--- config.mk ---
export PLATFORM = sky130hd
export DESIGN_NAME = tube_scroller
export DESIGN_NICKNAME = d
export VERILOG_FILES = /design/src/rtl/tube_pkg.sv /design/src/rtl/tube_lfsr.sv /design/src/rtl/tube_scroller.sv
export SDC_FILE = /design/constraint.sdc
export NUM_CORES = 1
export LEC_CHECK = 0
export BUFFER_PORTS_ARGS = -buffer_cell sky130_fd_sc_hd__buf_4
export CAP_MARGIN = 20
export CORE_ASPECT_RATIO = 0.9
export CORE_UTILIZATION = 50
export CTS_CLUSTER_SIZE = 28
export DETAILED_ROUTE_END_ITERATION = 8
export PLACE_DENSITY_LB_ADDON = 0.2
export SKIP_CTS_REPAIR_TIMING = 1
export SLEW_MARGIN = 0
export SYNTH_ARGS = -nofsm -noshare
export SYNTH_HDL_FRONTEND = slang
export SYNTH_SLANG_ARGS = --single-unit
--- constraint.sdc ---
create_clock -name clk_10 -period 12.4 [get_ports clk_10]
set_clock_uncertainty 0.15 [all_clocks]
set_input_delay 1.24 -clock clk_10 [delete_from_list [all_inputs] [get_ports clk_10]]
set_output_delay 1.24 -clock clk_10 [all_outputs]
set_load 0.02 [all_outputs]
--- src/rtl/tube_pkg.sv ---
// Shared definitions for the tube scroller: default playfield geometry,
// FSM state encoding and LFSR feedback tap masks.
package tube_pkg;

  localparam int DEF_X0        = 320;
  localparam int DEF_SPACING   = 240;
  localparam int DEF_X_RIGHT   = 800;
  localparam int DEF_X_LEFT    = 110;
  localparam int DEF_Y_DEFAULT = 240;
  localparam int DEF_Y_BASE    = 150;

  // Seed loaded on clr; truncated or zero-extended to the LFSR width.
  localparam logic [31:0] LFSR_SEED = 32'h5A;

  typedef enum logic [1:0] {
    IDLE = 2'd0,
    RUN  = 2'd1,
    HALT = 2'd2
  } state_t;

  // Maximal-length Fibonacci tap masks (bit k = stage k, MSB = stage w-1).
  // Returns 0 for unsupported widths so the instantiating module can flag it.
  function automatic logic [31:0] lfsr_taps(input int w);
    case (w)
      2:       return 32'h0003;
      3:       return 32'h0006;
      4:       return 32'h000C;
      5:       return 32'h0014;
      6:       return 32'h0030;
      7:       return 32'h0060;
      8:       return 32'h00B8;
      9:       return 32'h0110;
      10:      return 32'h0240;
      11:      return 32'h0500;
      12:      return 32'h0E08;
      13:      return 32'h1C80;
      14:      return 32'h3802;
      15:      return 32'h6000;
      16:      return 32'hD008;
      default: return 32'h0000;
    endcase
  endfunction

endpackage

--- src/rtl/tube_lfsr.sv ---
// Free-running maximal-length LFSR supplying gap heights. Advances on every
// clk_10 edge outside reset, independent of the game state.
module tube_lfsr
  import tube_pkg::*;
#(
  parameter int RAND_W = 7
) (
  input  logic              clk_10,
  input  logic              clr,
  output logic [RAND_W-1:0] value
);

  localparam logic [RAND_W-1:0] TAPS   = RAND_W'(lfsr_taps(RAND_W));
  localparam logic [RAND_W-1:0] SEED_T = RAND_W'(LFSR_SEED);
  // An all-zero state would lock the register, so fall back to 1.
  localparam logic [RAND_W-1:0] SEED   = (SEED_T == '0) ? RAND_W'(1) : SEED_T;

  logic [RAND_W-1:0] r_state;
  logic              w_fb;

  if (RAND_W < 2 || RAND_W > 16) begin : g_width_chk
    $error("tube_lfsr: RAND_W must be in 2..16");
  end

  assign w_fb  = ^(r_state & TAPS);
  assign value = r_state;

  // Shift left with XOR feedback of the tapped stages.
  always_ff @(posedge clk_10) begin
    if (clr) r_state <= SEED;
    else     r_state <= {r_state[RAND_W-2:0], w_fb};
  end

endmodule

--- src/rtl/tube_scroller.sv ---
// Tube obstacle generator: scrolls NUM_TUBES tubes left by the (effective)
// speed each game tick, respawns them at the right edge with a random gap
// height and counts respawns as score.
// Optional build macro: TUBE_DIFFICULTY_RAMP_EN adds a level register that
// raises the effective speed by one per LEVEL_STEP points.
module tube_scroller
  import tube_pkg::*;
#(
  parameter int NUM_TUBES  = 3,
  parameter int XW         = 10,
  parameter int X0         = DEF_X0,
  parameter int SPACING    = DEF_SPACING,
  parameter int X_RIGHT    = DEF_X_RIGHT,
  parameter int X_LEFT     = DEF_X_LEFT,
  parameter int Y_DEFAULT  = DEF_Y_DEFAULT,
  parameter int Y_BASE     = DEF_Y_BASE,
  parameter int RAND_W     = 7,
  parameter int SPEED_W    = 3,
  parameter int SCORE_W    = 10,
  parameter int LEVEL_STEP = 8
) (
  input  logic                    clk_10,
  input  logic                    clr,
  input  logic                    start,
  input  logic                    over,
  input  logic                    pause,
  input  logic [SPEED_W-1:0]      speed,
  output logic [NUM_TUBES*XW-1:0] x_flat,
  output logic [NUM_TUBES*XW-1:0] y_flat,
  output logic [NUM_TUBES-1:0]    respawn,
  output logic [SCORE_W-1:0]      score,
  output logic                    running
);

  if (Y_BASE + (2**RAND_W) - 1 >= (2**XW)) begin : g_ybase_chk
    $error("tube_scroller: Y_BASE + 2^RAND_W - 1 does not fit in XW bits");
  end
  if (NUM_TUBES < 1 || NUM_TUBES > 8 || LEVEL_STEP < 1) begin : g_param_chk
    $error("tube_scroller: NUM_TUBES must be 1..8 and LEVEL_STEP >= 1");
  end

  state_t                  r_state, w_state_nxt;
  logic                    w_step, w_reinit;
  logic                    r_running;
  logic [XW-1:0]           r_x [NUM_TUBES];
  logic [XW-1:0]           r_y [NUM_TUBES];
  logic [XW-1:0]           w_x_nxt [NUM_TUBES];
  logic [XW-1:0]           w_y_nxt [NUM_TUBES];
  logic [NUM_TUBES-1:0]    r_respawn, w_hit;
  logic [SCORE_W-1:0]      r_score, w_score_nxt;
  logic [SCORE_W+3:0]      w_sum;
  logic [XW:0]             w_lim;
  logic [SPEED_W-1:0]      w_speed;
  logic [RAND_W-1:0]       w_rand;

  // Rotate left by n (mod RAND_W) so tubes respawning together differ.
  function automatic logic [RAND_W-1:0] rotl(input logic [RAND_W-1:0] v, input int n);
    logic [RAND_W-1:0] t;
    t = v;
    for (int k = 0; k < RAND_W; k++)
      if (k < (n % RAND_W)) t = {t[RAND_W-2:0], t[RAND_W-1]};
    return t;
  endfunction

  // Saturate the widened score sum to the output width.
  function automatic logic [SCORE_W-1:0] sat_score(input logic [SCORE_W+3:0] s);
    if (|s[SCORE_W+3:SCORE_W]) return '1;
    else                       return s[SCORE_W-1:0];
  endfunction

  tube_lfsr #(.RAND_W(RAND_W)) u_lfsr (
    .clk_10 (clk_10),
    .clr    (clr),
    .value  (w_rand)
  );

`ifdef TUBE_DIFFICULTY_RAMP_EN
  localparam int LW = ((SCORE_W > SPEED_W) ? SCORE_W : SPEED_W) + 1;
  localparam logic [SPEED_W-1:0] SPD_MAX = '1;
  logic [SCORE_W-1:0] r_level;
  logic [LW-1:0]      w_spd_sum;

  assign w_spd_sum = LW'(speed) + LW'(r_level);
  assign w_speed   = (w_spd_sum > LW'(SPD_MAX)) ? SPD_MAX : w_spd_sum[SPEED_W-1:0];

  // Level follows the score it is derived from, cleared on any restart.
  always_ff @(posedge clk_10) begin
    if (clr || w_reinit) r_level <= '0;
    else if (w_step)     r_level <= w_score_nxt / SCORE_W'(LEVEL_STEP);
  end
`else
  assign w_speed = speed;
`endif

  // Next state and step/restart strobes; over outranks start and pause.
  always_comb begin
    w_state_nxt = r_state;
    w_step      = 1'b0;
    w_reinit    = 1'b0;
    case (r_state)
      IDLE: if (start) w_state_nxt = RUN;
      RUN: begin
        if (over)        w_state_nxt = HALT;
        else if (!pause) w_step      = 1'b1;
      end
      HALT: begin
        if (start) begin
          w_state_nxt = RUN;
          w_reinit    = 1'b1;
        end
      end
      default: w_state_nxt = IDLE;
    endcase
  end

  // State register plus registered running flag.
  always_ff @(posedge clk_10) begin
    if (clr) begin
      r_state   <= IDLE;
      r_running <= 1'b0;
    end else begin
      r_state   <= w_state_nxt;
      r_running <= (w_state_nxt == RUN);
    end
  end

  // Per-tube step: respawn when the move would cross the left boundary.
  always_comb begin
    w_lim = (XW+1)'(X_LEFT) + (XW+1)'(w_speed);
    w_hit = '0;
    for (int i = 0; i < NUM_TUBES; i++) begin
      w_hit[i]   = ({1'b0, r_x[i]} < w_lim);
      w_x_nxt[i] = w_hit[i] ? XW'(X_RIGHT) : (r_x[i] - XW'(w_speed));
      w_y_nxt[i] = XW'(Y_BASE) + XW'(rotl(w_rand, i));
    end
  end

  // Score increments by the number of tubes respawning this step.
  always_comb begin
    w_sum = (SCORE_W+4)'(r_score);
    for (int i = 0; i < NUM_TUBES; i++)
      w_sum = w_sum + (SCORE_W+4)'(w_hit[i]);
    w_score_nxt = sat_score(w_sum);
  end

  // Tube positions, respawn pulses and score.
  always_ff @(posedge clk_10) begin
    if (clr || w_reinit) begin
      for (int i = 0; i < NUM_TUBES; i++) begin
        r_x[i] <= XW'(X0 + i * SPACING);
        r_y[i] <= XW'(Y_DEFAULT);
      end
      r_respawn <= '0;
      r_score   <= '0;
    end else if (w_step) begin
      for (int i = 0; i < NUM_TUBES; i++) begin
        r_x[i] <= w_x_nxt[i];
        if (w_hit[i]) r_y[i] <= w_y_nxt[i];
      end
      r_respawn <= w_hit;
      r_score   <= w_score_nxt;
    end else begin
      r_respawn <= '0;
    end
  end

  for (genvar g = 0; g < NUM_TUBES; g++) begin : g_out
    assign x_flat[g*XW +: XW] = r_x[g];
    assign y_flat[g*XW +: XW] = r_y[g];
  end

  assign respawn = r_respawn;
  assign score   = r_score;
  assign running = r_running;

endmodule

==> results.json <==
{
  "regArea_um2": 2170,
  "netlist_top_cells_count": "edfxtp_1, ha_1, a21oi_1, inv_1, dfxtp_1",
  "antennaDiodeCount": 0,
  "yosysTopAreaCell": "edfxtp_1",
  "grt_pass1_wl_um": 16800,
  "synth_edf_count": 57,
  "cp-start-kind": "input pin",
  "crit_path_top_delay_cell": "fa_1",
  "p_leak_nw": 2.03,
  "yosysWarningCount": 0,
  "fin_crit_sh_pct": 43.4,
  "critPathMaxStageDelay_ps": 750,
  "cts_root_buffer": "clkbuf_8",
  "drc": 0,
  "vias": 3417,
  "relSlewSlack_pct": 41.4,
  "portBuffers": 78,
  "path_class": "input pin to flop",
  "grt_use_total_pct": 23.6,
  "syn_inst": 403,
  "die_w_um": 102,
  "drv_cap": 0,
  "boundaryPins": 82,
  "syn-cell-area_um2": 4480,
  "drt_pass1_iterations": 4,
  "die-area_um2": 9340,
  "cts_num_sinks": 80,
  "fmax_mhz": 186,
  "finalSetupViolations": 0,
  "yosysTopAreaCellShare_pct": 38.2,
  "fp.dieH_um": 91.8,
  "crit_start": "speed[1]",
  "num_rows": 32,
  "power.total_uw": 593,
  "start_util_pct": 51.8,
  "via_per_inst": 5.66,
  "period_minus_slack_ps": 5390,
  "highest_layer": "met4",
  "yosys.cell_types.count": 59,
  "reg2reg_depth": 16,
  "placed_cell_area_um2": 5160,
  "finalHoldViolations": 0,
  "hold_path.class": "flop to flop",
  "syn_area_per_cell_um2": 11.1,
  "synth_area_leaders": "edfxtp_1, dfxtp_1, ha_1, fa_1, a21oi_1",
  "cts-buffers-inserted": 9,
  "r2r-start": "r_x[0][0]",
  "wl_um": 10300,
  "wl_met3_um": 663,
  "met2WireLength_um": 4760,
  "grt_pass1_vias": 3291,
  "critPathMaxFanout": 22,
  "synth_seq_cells": 80,
  "wl_per_cell_um": 17.0,
  "min_path_cells": 1,
  "p_per_area_nw_per_um2": 110,
  "grt_overflow": 0,
  "crit_required_ps": 12540,
  "finalSetupTns_ps": 0,
  "clkTransAtPathRegs_ps": 80,
  "core-area_um2": 8650,
  "ant_nets": 0,
  "antenna_found_initial": 0,
  "final_area_um2": 5370,
  "yosysMostFrequentCell": "edfxtp_1",
  "nets": 526,
  "ir_drop_v": 0.0000616,
  "place_hpwl_um": 7310,
  "met1_length_um": 4720,
  "cp_cell_sequence": "buf_4 -> inv_1 -> ha_1 -> ha_1 -> a21o_1 -> a211oi_1 -> o21ai_1 -> buf_4 -> clkinv_1 -> fa_1 -> ha_1 -> inv_1 -> fa_1 -> nor4_1 -> nor2_1 -> a211oi_1",
  "crit_path_end_kind": "flop",
  "clock_path_buffers": 2,
  "timing.hold.ws_ps": 368,
  "worstPathArrival_ps": 5520,
  "yosysSeqAreaShare_pct": 48.5,
  "grt_max_degree": 31,
  "slew_violations": 0,
  "synth_top_flop_cell": "edfxtp_1",
  "worst_path_most_repeated_cell": "ha_1",
  "clk_latency_ps": 370,
  "area.growth.synth_to_final_pct": 19.9,
  "drt_iter0_drc": 142,
  "gp_congestion": 0.924,
  "cts_tree": "yes",
  "htreeDepth": 3,
  "status": "finished, final reports clean",
  "multi_input_area_um2": 2110,
  "min-delay-start": "score[4]",
  "nFillCells": 771,
  "tightestPinTransition_ps": 880,
  "drive_gt1_share_pct": 24.9,
  "rsz0062_at_grt": "no",
  "async_flop_share_pct": 0
}
## state kept, by name, summed over array words and instances (netlist names)
| register | flops |
|---|---|
| r_x | 30 |
| respawn | 3 |
| u_lfsr.value | 7 |
| r_state | 2 |
| running | 1 |
| r_y | 27 |
| score | 10 |
## kinds of logic after synthesis
kind of cell / share of synthesized area (%)
simple gates: 14.6
compound gates: 15.4
flops: 48.5
buf+inv: 4.64
fa+ha+maj: 12.0
xor+xnor: 4.89
other cells: 0.0837
## layout by cell type, fill, tap and decap left out, types with 10 or more instances in the layout
| cell | instances |
|---|---|
| buf_4 | 85 |
| edfxtp_1 | 57 |
| ha_1 | 30 |
| a21oi_1 | 25 |
| inv_1 | 24 |
| dfxtp_1 | 23 |
| nor2_1 | 22 |
| a211oi_1 | 16 |
| nand2_1 | 13 |
| xnor2_1 | 13 |
| xor2_1 | 12 |
| o21ai_0 | 11 |
| or2_2 | 10 |
| clkbuf_8 | 10 |
## final cells by class
class / instances / share of cell area [%]
clock buffer: 10 / 2.56
multi-input combinational: 279 / 39.2
sequential: 80 / 40.4
clock inverter: 6 / 1.40
inverter: 25 / 1.75
timing repair buffer: 85 / 11.9
tap: 119 / 2.77
## per-stage QoR
step	std cells	util [%]	worst slack, ps
2_1_floorplan	405	-	7430
3_3_place_gp	588	59.7	6790
3_5_place_dp	588	59.7	6660
4_1_cts	604	62.1	7010
5_1_grt	604	62.1	6530
6_report	604	62.1	7010
## metal layers
layer	up-vias	global-route usage [%]
li1	1646	-
met1	1655	33.8
met2	105	35.4
met3	11	6.10
met4	0	5.80
met5	-	0
## critical path: cells and delay by family
kind / cells / cell delay, ps
compound gates: 4 / 490
fa+ha+maj: 5 / 2010
buf+inv: 5 / 1270
simple gates: 2 / 500
## path summary, 6_finish.rpt
path,to,slack (ps)
max reg2reg,score[8],7970
max,score[8],7010
min,score[4],370
min reg2reg,score[4],370
## where the power goes
| group | internal [mW] | switching [mW] |
|---|---|---|
| clock network | 0.102 | 0.108 |
| registers | 0.295 | 0.0108 |
| logic | 0.0322 | 0.0462 |
No activity file was read; power rests on OpenSTA's default activity.
